--- src/rtl/if_stage.sv ---
// ============================================================================
// if_stage -- instruction-fetch stage of the 32-bit RISC-V pipeline.
//
// Holds the program counter and fetches one instruction at a time from
// instruction memory over a ready/valid request/response handshake (at most
// one request outstanding). It loads the IF/ID register (pipe_pc/pipe_data/
// pipe_valid) read by decode. Decode can redirect fetch with control_j/pc_j.
// A redirect flushes any wrong-path response that is in flight or buffered.
//
// Optional build macro:
//   IF_PERF_CNT_EN -- adds the fetch_count / stall_count performance
//                     counters and their output ports.
// ============================================================================
//
// state  | meaning
// -------+-------------------------------------------------------------------
// S_IDLE | first cycle after reset, no request yet
// S_REQ  | imem_req high, waiting for imem_ready
// S_WAIT | request accepted, waiting for imem_rvalid
// S_HOLD | response captured while stalled, waiting for stall to drop
// S_DROP | wrong-path request outstanding, its response is discarded
// ============================================================================

module if_stage #(
    parameter logic [31:0] RESET_PC = 32'h0000_0000,
    parameter logic [31:0] NOP_INSN = 32'h0000_0013
) (
    input  logic        clk,
    input  logic        reset_n,
    input  logic        stall,
    input  logic        control_j,
    input  logic [31:0] pc_j,
    output logic        imem_req,
    output logic [31:0] imem_addr,
    input  logic        imem_ready,
    input  logic        imem_rvalid,
    input  logic [31:0] imem_rdata,
    output logic [31:0] pipe_pc,
    output logic [31:0] pipe_data,
    output logic        pipe_valid
`ifdef IF_PERF_CNT_EN
    ,
    output logic [31:0] fetch_count,
    output logic [31:0] stall_count
`endif
);

    localparam logic [2:0] S_IDLE = 3'd0;
    localparam logic [2:0] S_REQ  = 3'd1;
    localparam logic [2:0] S_WAIT = 3'd2;
    localparam logic [2:0] S_HOLD = 3'd3;
    localparam logic [2:0] S_DROP = 3'd4;

    logic [2:0]  state_q,      state_d;
    logic [31:0] pc_q,         pc_d;
    logic [31:0] req_pc_q,     req_pc_d;
    logic [31:0] hold_q,       hold_d;
    logic [31:0] pipe_pc_q,    pipe_pc_d;
    logic [31:0] pipe_data_q,  pipe_data_d;
    logic        pipe_valid_q, pipe_valid_d;

    // Delivery of a real instruction into IF/ID this cycle, and its payload.
    logic        deliver;
    logic [31:0] deliver_data;
    logic [31:0] jump_pc;

    // Redirect targets are forced to a word boundary.
    assign jump_pc = pc_j & ~32'd3;

    // Next-state logic: FSM transitions, PC update and IF/ID load.
    always_comb begin
        state_d      = state_q;
        pc_d         = pc_q;
        req_pc_d     = req_pc_q;
        hold_d       = hold_q;
        deliver      = 1'b0;
        deliver_data = imem_rdata;

        case (state_q)
            S_IDLE: begin
                state_d = S_REQ;
            end

            S_REQ: begin
                if (imem_ready) begin
                    req_pc_d = pc_q;
                    // A redirect in the acceptance cycle makes this fetch
                    // wrong-path; its response must still be drained.
                    state_d  = control_j ? S_DROP : S_WAIT;
                end
            end

            S_WAIT: begin
                if (control_j) begin
                    state_d = imem_rvalid ? S_REQ : S_DROP;
                end else if (imem_rvalid) begin
                    if (stall) begin
                        hold_d  = imem_rdata;
                        state_d = S_HOLD;
                    end else begin
                        deliver = 1'b1;
                        state_d = S_REQ;
                    end
                end
            end

            S_HOLD: begin
                if (control_j) begin
                    state_d = S_REQ;
                end else if (!stall) begin
                    deliver      = 1'b1;
                    deliver_data = hold_q;
                    state_d      = S_REQ;
                end
            end

            S_DROP: begin
                // A new redirect here only retargets the PC; the one
                // outstanding response is still the one being drained.
                if (imem_rvalid) begin
                    state_d = S_REQ;
                end
            end

            default: begin
                state_d = S_IDLE;
            end
        endcase

        if (control_j) begin
            pc_d = jump_pc;
        end else if (deliver) begin
            pc_d = req_pc_q + 32'd4;
        end

        pipe_pc_d    = pipe_pc_q;
        pipe_data_d  = pipe_data_q;
        pipe_valid_d = pipe_valid_q;
        if (control_j) begin
            pipe_data_d  = NOP_INSN;
            pipe_valid_d = 1'b0;
        end else if (stall) begin
            // IF/ID frozen while decode is stalled.
        end else if (deliver) begin
            pipe_pc_d    = req_pc_q;
            pipe_data_d  = deliver_data;
            pipe_valid_d = 1'b1;
        end else begin
            pipe_data_d  = NOP_INSN;
            pipe_valid_d = 1'b0;
        end
    end

    // State, PC, request address, hold buffer and IF/ID registers.
    always_ff @(posedge clk or negedge reset_n) begin
        if (!reset_n) begin
            state_q      <= S_IDLE;
            pc_q         <= RESET_PC;
            req_pc_q     <= RESET_PC;
            hold_q       <= NOP_INSN;
            pipe_pc_q    <= RESET_PC;
            pipe_data_q  <= NOP_INSN;
            pipe_valid_q <= 1'b0;
        end else begin
            state_q      <= state_d;
            pc_q         <= pc_d;
            req_pc_q     <= req_pc_d;
            hold_q       <= hold_d;
            pipe_pc_q    <= pipe_pc_d;
            pipe_data_q  <= pipe_data_d;
            pipe_valid_q <= pipe_valid_d;
        end
    end

    assign imem_req   = (state_q == S_REQ);
    assign imem_addr  = pc_q;
    assign pipe_pc    = pipe_pc_q;
    assign pipe_data  = pipe_data_q;
    assign pipe_valid = pipe_valid_q;

`ifdef IF_PERF_CNT_EN
    logic [31:0] fetch_count_q, fetch_count_d;
    logic [31:0] stall_count_q, stall_count_d;

    // Counter increments; both wrap naturally at 2^32.
    always_comb begin
        fetch_count_d = fetch_count_q;
        stall_count_d = stall_count_q;
        if (deliver) begin
            fetch_count_d = fetch_count_q + 32'd1;
        end
        if (stall) begin
            stall_count_d = stall_count_q + 32'd1;
        end
    end

    // Performance counter registers.
    always_ff @(posedge clk or negedge reset_n) begin
        if (!reset_n) begin
            fetch_count_q <= 32'd0;
            stall_count_q <= 32'd0;
        end else begin
            fetch_count_q <= fetch_count_d;
            stall_count_q <= stall_count_d;
        end
    end

    assign fetch_count = fetch_count_q;
    assign stall_count = stall_count_q;
`endif

endmodule
--- config.mk ---
export PLATFORM = sky130hd
export DESIGN_NAME = if_stage
export DESIGN_NICKNAME = d
export VERILOG_FILES = /design/src/rtl/if_stage.sv
export SDC_FILE = /design/constraint.sdc
export NUM_CORES = 1
export LEC_CHECK = 0
export ABC_CLOCK_PERIOD_IN_PS = 2500
export CORE_MARGIN = 4
export CORE_UTILIZATION = 40
export DETAILED_ROUTE_END_ITERATION = 16
export HOLD_SLACK_MARGIN = 0.05
export PLACE_DENSITY = 0.66
export SLEW_MARGIN = 25
export SYNTH_ARGS = -nofsm -noshare
export SYNTH_HDL_FRONTEND = slang
export SYNTH_SLANG_ARGS = --single-unit
--- constraint.sdc ---
create_clock -name clk -period 2.5 [get_ports clk]
set_input_delay 0.75 -clock clk [delete_from_list [all_inputs] [get_ports clk]]
set_output_delay 0.75 -clock clk [all_outputs]
set_load 0.02 [all_outputs]
---- After elaboration in Yosys (flattened, before gate mapping) ----
Index checks and enable logic that the tools add are counted.
word-level totals
  RAM bits ................................ 0
  word-level logic and storage cells ...... 49
  bits of input ports ..................... 70
  output and inout bits ................... 98
  register bits ........................... 164
  ROM bits ................................ 0
  memories ................................ 0
  latch bits .............................. 0
cells by class
  order comparisons ....................... 0
  shift-type cells ........................ 0
  muxes and demuxes ....................... 24
  bitwise logic cells ..................... 2
  add/sub/neg operators ................... 1
  eq/ne operators ......................... 9
  divide/modulo/power cells ............... 0
  reductions and logical operators ........ 6
  $mul .................................... 0
operator list
  kind                     count
  $mux W32                 6
  $add A32 B3 Y32 const B  1
  $mux W3                  8
  $pmux W3 S5              1
  $reduce_and A4 Y1        2
  $mux W1                  7
  $eq A3 B2 Y1 const B     2
  $ne A3 B3 Y1 const B     2
  $ne A2 B1 Y1 const B     2
  $eq A3 B1 Y1 const B     1
  $eq A3 B3 Y1 const B     1
  $logic_not A3 Y1         1
  $reduce_and A3 Y1        1
  $mux W2                  1
  $ne A2 B2 Y1 const B     1
  $not A1 Y1               2
  $pmux W1 S2              1
  $reduce_and A2 Y1        1
  $reduce_bool A2 Y1       1

---- Depth between registers and ports, before layout ----
Gate-level depths: netlist of the first run.
  depth after elaboration ................. 7
  depth in mapped cells ................... 8
  depth with buffers taken out ............ 6

---- Worst setup path before layout of the first run ----
Ideal clock, no wire load.
  path kind ............................... in2reg
  start ................................... in control_j
  end ..................................... reg hold_q[6]
  setup slack ............................. 0.482 ns
  data arrival time ....................... 1.890 ns
  buffers on the path ..................... 2
  cell stages on the path ................. 5
  data required time ...................... 2.372 ns
  library setup time ...................... 0.128 ns
  cell sequence ........................... nand2b_1 -> or3_1 -> clkbuf_1 -> buf_2 -> mux2_1
between the ends
  longest elaborated chain between the ends .. 2
RTL lines
  what                                RTL line  source
  from (decl)                         31        input logic control_j,
  $not A1 Y1 (no source line)         --
  $reduce_and A4 Y1 (no source line)  --
  to (signal assigned)                168       hold_q <= hold_d;
  to (decl)                           57        logic [31:0] hold_q, hold_d;
No other way between the ends.
A chain may end at the register's enable or synchronous reset.

---- Worst setup path after layout of the first run ----
  start ................................... reg pipe_data_q[0] (netlist: pipe_data[0])
  end ..................................... out pipe_data[0]
RTL lines
  what                    RTL line  source
  from (decl)             59        logic [31:0] pipe_data_q, pipe_data_d;
  from (signal assigned)  170       pipe_data_q <= pipe_data_d;
  to (decl)               39        output logic [31:0] pipe_data,
No word-level cell between the ends.

==> results by group, run 1 <==
Status
  • Outcome: finished clean

Clock tree
  • Clock slew seen by the registers of the worst setup and hold paths: 0.06 ns
  • CTS H-tree depth: 4
  • TritonCTS clock tree: built
  • Setup fix buffers added after clock tree synthesis: 0
  • Clk sink count: approximately 160
  • Number of buffers between clock root and the deepest sink: 2
  • Cts bufs inserted: 17
  • Insertion delay to the later sink of the worst-skew pair: 0.41 ns
  • Clk root buf: clkbuf_16

Floorplanning
  • Area enclosed by the die boundary: about 20000 um^2
  • Starting density of the core: 0.413
  • I/O pin count: 168
  • Die outline width: 142 um
  • Height of the chip: 142 um
  • Area of the core: 17500 um^2
  • Row Count: between 40 and 50

Logic synthesis
  • Mapped Nets: 720
  • Total of flip-flops plus latches after synthesis: 164
  • Leading post-synthesis cells by cell area: dfrtp_1 55%, mux2_2 9.4%, nand2_1 8.6%
  • Most used DFF post-synth: dfrtp_1
  • Count of cell types in the netlist: 48
  • Cell type contributing the most total cell area after synthesis: dfrtp_1
  • Synth Area per Inst: 11.1 um^2
  • Number of enable-type register cells in the synthesized netlist: 0
  • Area fraction of the dominant cell type after synthesis: 0.548
  • Cell count after synthesis: between 600 and 700
  • Share of the yosys chip area belonging to registers: 0.570
  • Summed instance area of the synthesized netlist: between 7000 and 8000 um^2
  • Share of synthesized flip-flops with an asynchronous set or reset: 1.00
  • Synth warnings: 0

Route
  • Vias after detailed routing: 5402
  • ANT nets after route: 0
  • Detailed-routing iteration count for the pre-antenna-repair pass: 4
  • Starting DRC count in detailed routing: 235
  • Final routed DRC violation total: 0
  • WL/cell: 17.2 um
  • Vias/cell: 5.14
  • Routed Wire Length: 18100 um

Layout
  • Post-layout util: 0.559
  • Top library cells by usage in the layout, fill and taps aside: 166 x nand2_1, 162 x clkdlybuf4s50_1, 158 x dfrtp_1, 60 x mux2_2, 41 x o21ai_0
  • Number of nets in the layout: 885
  • Count of antenna diodes in the layout: 0
  • Layout cell share with drive strength beyond 1: 0.160
  • Commonest non-fill, non-tap cell in the layout: nand2_1
  • Layout overhead on the synthesized area: 35.3%

Global routing
  • Antenna violations before repair: 0
  • GR Overflow Total: 0
  • Maximum number of pins on one net before global-route repair: between 60 and 70
  • First-pass GRT wire length: 29400 um
  • Total global-route track usage: 0.182
  • Via count of the first global-routing pass: 5638

STA
  • Final worst clock skew: roughly 0.0081 ns
  • Final setup margin: 0.185 ns
  • Tightest Pin Transition: 0.985 ns
  • Final setup violating endpoints: 0
  • Fin Setup TNS: 0 ns
  • Clock period minus worst slack: 2.31 ns
  • Final period util: 0.926
  • Max-slew headroom at the worst pin: 0.343
  • Setup repair after global routing missed its margin: no
  • Final slew viol count: 0
  • Worst slack on hold paths: 0.265 ns
  • Highest clock frequency the design can meet: 0.432 GHz
  • Number of failing hold endpoints at the final stage: 0

Worst setup path
  • Startpoint types: flip-flop
  • Worst path depth: 1
  • WP buf/inv: 1
  • Worst setup path category: reg -> out
  • Launch point of the worst reg-to-reg path: req_pc_q[2]
  • Maximum fanout count along the critical path: 2
  • Type of destination of the critical path: output port
  • Req. time, crit path: approximately 1.8 ns
  • Crit-path max cell delay: 0.63 ns
  • Endpoint arrival time on the critical path: 1.56 ns
  • Crit path cell chain: clkdlybuf4s50_1
  • Crit-path leading delay family: buffers and inverters
  • End point of the critical path: pipe_data[0]
  • Length in cells of the worst reg-to-reg path: 7
  • Critical Path Slowest Stage Cell: clkdlybuf4s50_1
  • FF-to-FF setup slack: 0.39 ns
  • Beginning of the critical path: pipe_data[0]
  • Crit Reg-Reg Endpoint: imem_addr[18]

Power and ir drop
  • Worst vdd ir: 0.602 mV
  • Pwr per Cell Area: 974 nW/um^2
  • Static leakage: 4.48 nW
  • Post-layout power: around 0.0095 W

Placement
  • Post-DP HPWL: 12600 um
  • Post-placement setup slack: -0.112 ns
  • Routability congestion estimate from global placement: 0.804
  • Count of input and output buffers: 165

Min path
  • Hold crit path type: in -> async

Flow run
  • Max-cap viol count: 0
## power by group
part / internal [W] / switching [W] / leakage [nW]
clock: 0.00142 / 0.00101 / 0.272
sequential: 0.00347 / 0.000690 / 2.11
combinational: 0.00151 / 0.00141 / 2.10
total: 0.00640 / 0.00311 / 4.48
## cell type report
cell class | instances | area (um^2)
flip-flops and latches | 164 | 4110
clock inverters | 8 | 76.3
well taps | 225 | 282
fillers | 1476 | 7710
repair buffers | 186 | 1900
clock buffers | 23 | 468
multi-input cells | 443 | 2910
inverters | 2 | 7.51
## what timing repair did
item / in CTS / in global routing
resized for setup: 1 / 0
hold buffers: 0 / 0
setup endpoints to repair: 1 / 0
hold endpoints to repair: 0 / 0
## Yosys cell counts, types with 2 or more instances
master    instances
dfrtp_1         158
mux2_2           60
nand2b_1          3
dfstp_2           6
mux2i_1          33
o21ai_0          41
xnor2_1           9
and2_1            2
mux2_1            2
nor3_1            3
clkbuf_1         17
o221ai_1          8
xor2_1           16
nor3_2            3
buf_6             4
a221o_1           2
a22oi_1          12
nand3b_1          2
o21a_1            2
nand4_1           9
and3_1            3
nand2_1         166
a21oi_1           7
buf_2            17
nor2_1           16
a22o_1            2
nand3_1          13
o21ai_1           6
a32o_1            3
inv_1             2
o221ai_2          5
## metal layers
metal  vias up  GRT usage  part of all wire
li1       2570          -                 -
met5         -          0                 0
met1      2688      0.246              0.45
met2       132      0.300              0.50
met4         0     0.0490             0.011
met3        12     0.0397             0.047
## state kept, by name, summed over array words and instances (netlist names)
| register | cells |
|---|---|
| imem_addr | 32 |
| req_pc_q | 32 |
| pipe_data | 32 |
| state_q | 3 |
| hold_q | 32 |
| pipe_pc | 32 |
| pipe_valid | 1 |
## logic make-up (layout without fill, tap and decap cells)
| kind of cell | count (synthesis) | count (layout) | share of synthesized area |
|---|---|---|---|
| DFF | 164 | 164 | 0.570 |
| muxes | 95 | 95 | 0.143 |
| adders and majority gates | 1 | 1 | 0.00173 |
| AOI/OAI and AO/OA | 91 | 91 | 0.0846 |
| buffers and inverters | 42 | 219 | 0.0296 |
| xor gates and xnor gates | 25 | 25 | 0.0303 |
| and+or+nand+nor | 231 | 231 | 0.141 |
## metrics by stage
stage          instances  cell area, um^2
5_1_grt             1051             9760
6_report            1051             9760
2_1_floorplan        649             7220
3_3_place_gp        1020             9220
4_1_cts             1051             9760
3_5_place_dp        1020             9220
## how the worst min path moves through the flow
stage / end / slack (ns) / startpoint
finish: pipe_pc[14] / 0.27 / reset_n
global route: pipe_pc[13] / 0.28 / reset_n
CTS: pipe_pc[13] / 0.26 / reset_n
detailed placement: pipe_pc[18] / 0.46 / pipe_pc[18]
global placement: pipe_pc[31] / 0.46 / pipe_pc[31]
floorplan: hold_q[10] / 0.45 / reset_n
No activity file was read; power rests on OpenSTA's default activity.
==> run 2, diff against run 1 <==
--- a/config.mk
+++ b/config.mk
@@ -5,7 +5,9 @@
 export SDC_FILE = /design/constraint.sdc
 export NUM_CORES = 1
 export LEC_CHECK = 0
+export ABC_AREA = 1
 export ABC_CLOCK_PERIOD_IN_PS = 2500
+export CAP_MARGIN = 25
 export CORE_MARGIN = 4
 export CORE_UTILIZATION = 40
 export DETAILED_ROUTE_END_ITERATION = 16
==> results by group, run 2 <==
Logic synthesis
  • Synth Area in Simple Gates: 0.240 (+0.0986)
  • Xor and xnor area share after synthesis: 0.00922 (-0.0211)
  • Synth Area per Inst: 7.95 um^2 (-29%)
  • Compound-Gate Fraction of Synth Area: 0.120 (+0.0351)
  • Largest family of logic cells by synthesized area: simple AND/OR/NAND/NOR gates
  • Most used DFF post-synth: dfrtp_1
  • Share of the yosys chip area belonging to registers: 0.541 (-0.0286)
  • Post-synthesis share of cell area spent on full adders, half adders and majority gates: 0.00165 (-0.0000871)
  • Number of enable-type register cells in the synthesized netlist: 0 (unchanged)
  • Most repeated cell in the gate-level netlist after synthesis: nand2_1
  • Mapped Nets: 1027 (+43%)
  • Total of flip-flops plus latches after synthesis: 164 (unchanged)
  • Mux contribution to synthesized area: 0.00741 (-0.135)
  • Summed instance area of the synthesized netlist: 7600 um^2 (+5.3%)
  • Synth warnings: 0 (unchanged)
  • Cell type contributing the most total cell area after synthesis: dfrtp_1
  • Count of cell types in the netlist: 35 (-27%)
  • Share of synthesized flip-flops with an asynchronous set or reset: 1.00 (unchanged)
  • Leading post-synthesis cells by cell area: dfrtp_1 52%, nand2_1 14%, inv_1 5.2%
  • Leading cell types by count after synthesis: 288 x nand2_1, 158 x dfrtp_1, 106 x inv_1
  • Area fraction of the dominant cell type after synthesis: 0.520 (-0.0275)
  • Cell count after synthesis: 956 (+47%)

Worst setup path
  • Crit-path leading delay family: buffers and inverters
  • WP buf/inv: 1 (unchanged)
  • Crit-path max cell delay: 0.63 ns (about the same)
  • Critical Path Slowest Stage Cell: clkdlybuf4s50_1
  • Worst setup path category: reg -> out
  • Crit path cell chain: clkdlybuf4s50_1
  • Endpoint arrival time on the critical path: 1.58 ns (+0.02 ns)
  • Maximum fanout count along the critical path: 2 (unchanged)
  • Startpoint types: flip-flop
  • Req. time, crit path: 1.75 ns (about the same)
  • Type of destination of the critical path: output port

Status
  • Outcome: finished clean

Global routing
  • First-pass GRT wire length: 32000 um (+8.8%)
  • Maximum number of pins on one net before global-route repair: 61 (-6.2%)
  • Via count of the first global-routing pass: 6239 (+11%)
  • GR Overflow Total: 0 (unchanged)
  • Total global-route track usage: 0.184 (+0.00229)
  • Antenna violations before repair: 0 (unchanged)

STA
  • Final period util: 0.933 (+0.00699)
  • Final worst clock skew: 0.0102 ns (+0.00206 ns)
  • Final slew viol count: 0 (unchanged)
  • Number of failing hold endpoints at the final stage: 0 (unchanged)
  • Max-slew headroom at the worst pin: 0.607 (+0.265)
  • Fin Setup TNS: 0 ns (unchanged)
  • Setup repair after global routing missed its margin: no
  • Highest clock frequency the design can meet: 0.429 GHz (-0.75%)
  • Clock period minus worst slack: 2.33 ns (+0.0175 ns)
  • Tightest Pin Transition: 0.589 ns (-0.396 ns)
  • Final setup violating endpoints: 0 (unchanged)

Layout
  • Layout overhead on the synthesized area: 34.0%
  • Cell area after layout: 10200 um^2 (+4.3%)
  • Number of nets in the layout: 1190 (+34%)
  • Post-layout util: 0.544 (-0.0144)
  • Count of antenna diodes in the layout: 0 (unchanged)
  • Commonest non-fill, non-tap cell in the layout: nand2_1
  • Top library cells by usage in the layout, fill and taps aside: 288 x nand2_1, 163 x clkdlybuf4s50_1, 157 x dfrtp_1, 106 x inv_1, 104 x nor2_1
  • Layout cell share with drive strength beyond 1: 0.0716 (-0.0883)

Clock tree
  • Number of buffers between clock root and the deepest sink: 2 (unchanged)
  • Clock slew seen by the registers of the worst setup and hold paths: 0.07 ns (about the same)
  • Clk sink count: 164 (unchanged)
  • TritonCTS clock tree: built
  • Insertion delay to the later sink of the worst-skew pair: 0.42 ns (about the same)
  • CTS H-tree depth: 4 (unchanged)
  • Cts bufs inserted: 17 (unchanged)
  • Hold_buf cts: 0 (unchanged)
  • Clk root buf: clkbuf_16

Route
  • Routed Wire Length: 19400 um (+7.6%)
  • WL/cell: 14.2 um (-17%)
  • Vias/cell: 4.77 (-7.1%)
  • Detailed-routing iteration count for the pre-antenna-repair pass: 6 (+2)
  • ANT nets after route: 0 (unchanged)
  • Vias after detailed routing: 6522 (+21%)
  • Starting DRC count in detailed routing: 280 (+19%)
  • Final routed DRC violation total: 0 (unchanged)

Floorplanning
  • Row Count: 50 (+4.2%)
  • Die outline width: 146 um (+2.5%)
  • Area enclosed by the die boundary: 21300 um^2 (+5.0%)
  • Starting density of the core: 0.406 (-0.00672)
  • I/O pin count: 168 (unchanged)
  • Height of the chip: 146 um (+2.5%)
  • Area of the core: 18700 um^2 (+7.0%)

Placement
  • Routability congestion estimate from global placement: 0.839 (+4.4%)
  • Count of input and output buffers: 165 (unchanged)
  • Placed inst area: 9570 um^2 (+3.8%)
  • Post-DP HPWL: 13800 um (+9.6%)

Power and ir drop
  • Pwr per Cell Area: 1010 nW/um^2 (+3.5%)
  • Static leakage: 4.77 nW (+6.5%)
  • Worst vdd ir: 0.509 mV (-15%)

Min path
  • Hold crit path type: in -> async

Flow run
  • Max-cap viol count: 0 (unchanged)
## run 2: cell types whose count changed in the layout (fill, tap and decap cells not counted), sizes merged, moves of 22 or more
cell and delta:
nand2 +129, nand3 +22, a21oi +39, mux2 -57, o21ai +70, inv +111
mux2i -33, nor2 +92
## run 2: layer usage
| layer | share of wire | GRT usage | up-vias |
|---|---|---|---|
| met3 | 0.053 | 0.0396 | 17 |
| met1 | 0.47 | 0.252 | 3011 |
| li1 | - | - | 3322 |
| met4 | 0.010 | 0.0465 | 0 |
| met5 | 0 | 0 | - |
| met2 | 0.46 | 0.300 | 172 |
## run 2: area by class of cell
| cell class | instances | area [um^2] |
|---|---|---|
| fill | 1758 | 8530 |
| sequential | 164 | 4110 |
| multi-input combinational | 641 | 2880 |
| timing repair buffer | 185 | 1860 |
| clock buffer | 19 | 443 |
| inverter | 110 | 413 |
| tap | 234 | 293 |
| clock inverter | 13 | 170 |
## run 2: cells by family (layout without fill, tap and decap cells)
logic type / after synthesis / in the layout
xor gates and xnor gates: 8 / 8
DFF: 164 / 164
adders and majority gates: 1 / 1
and+or+nand+nor: 451 / 451
buffers and inverters: 151 / 327
muxes: 5 / 5
AOI/OAI and AO/OA: 176 / 176
## run 2: path summary, 6_finish.rpt
check                             startpoint             to  slack [ns]  cells past startpoint
worst max-delay path            pipe_data[4]   pipe_data[4]        0.17                      1
min in group clk                 pipe_pc[17]    pipe_pc[17]        0.47                      2
max in group asynchronous            reset_n      hold_q[1]        1.48                      2
worst max register to register   req_pc_q[3]  imem_addr[30]        0.61                      8
worst min-delay path                 reset_n     hold_q[13]        0.29                      1
worst min register to register   pipe_pc[17]    pipe_pc[17]        0.47                      2
## run 2: per-stage QoR
stage	total power [W]	worst slack, ns	cells	hold WS [ns]
after floorplan	0.00611	0.693	956	0.452
after global placement	0.00753	0.154	1334	0.454
after detailed placement	0.00762	0.155	1334	0.463
after CTS	0.0104	0.141	1366	0.330
after global routing	0.0109	0.105	1366	0.330
final	0.0103	0.168	1366	0.292
## run 2: power by group
part	total [W]	leakage [nW]	internal [W]	switching, W
registers	0.00412	1.99	0.00351	0.000610
logic	0.00341	2.49	0.00144	0.00197
clock network	0.00272	0.291	0.00162	0.00111
## run 2: timing repair
action	in CTS	in global routing
buffers inserted	0	0
gates resized for setup	2	0
endpoints found under the setup margin	1	0
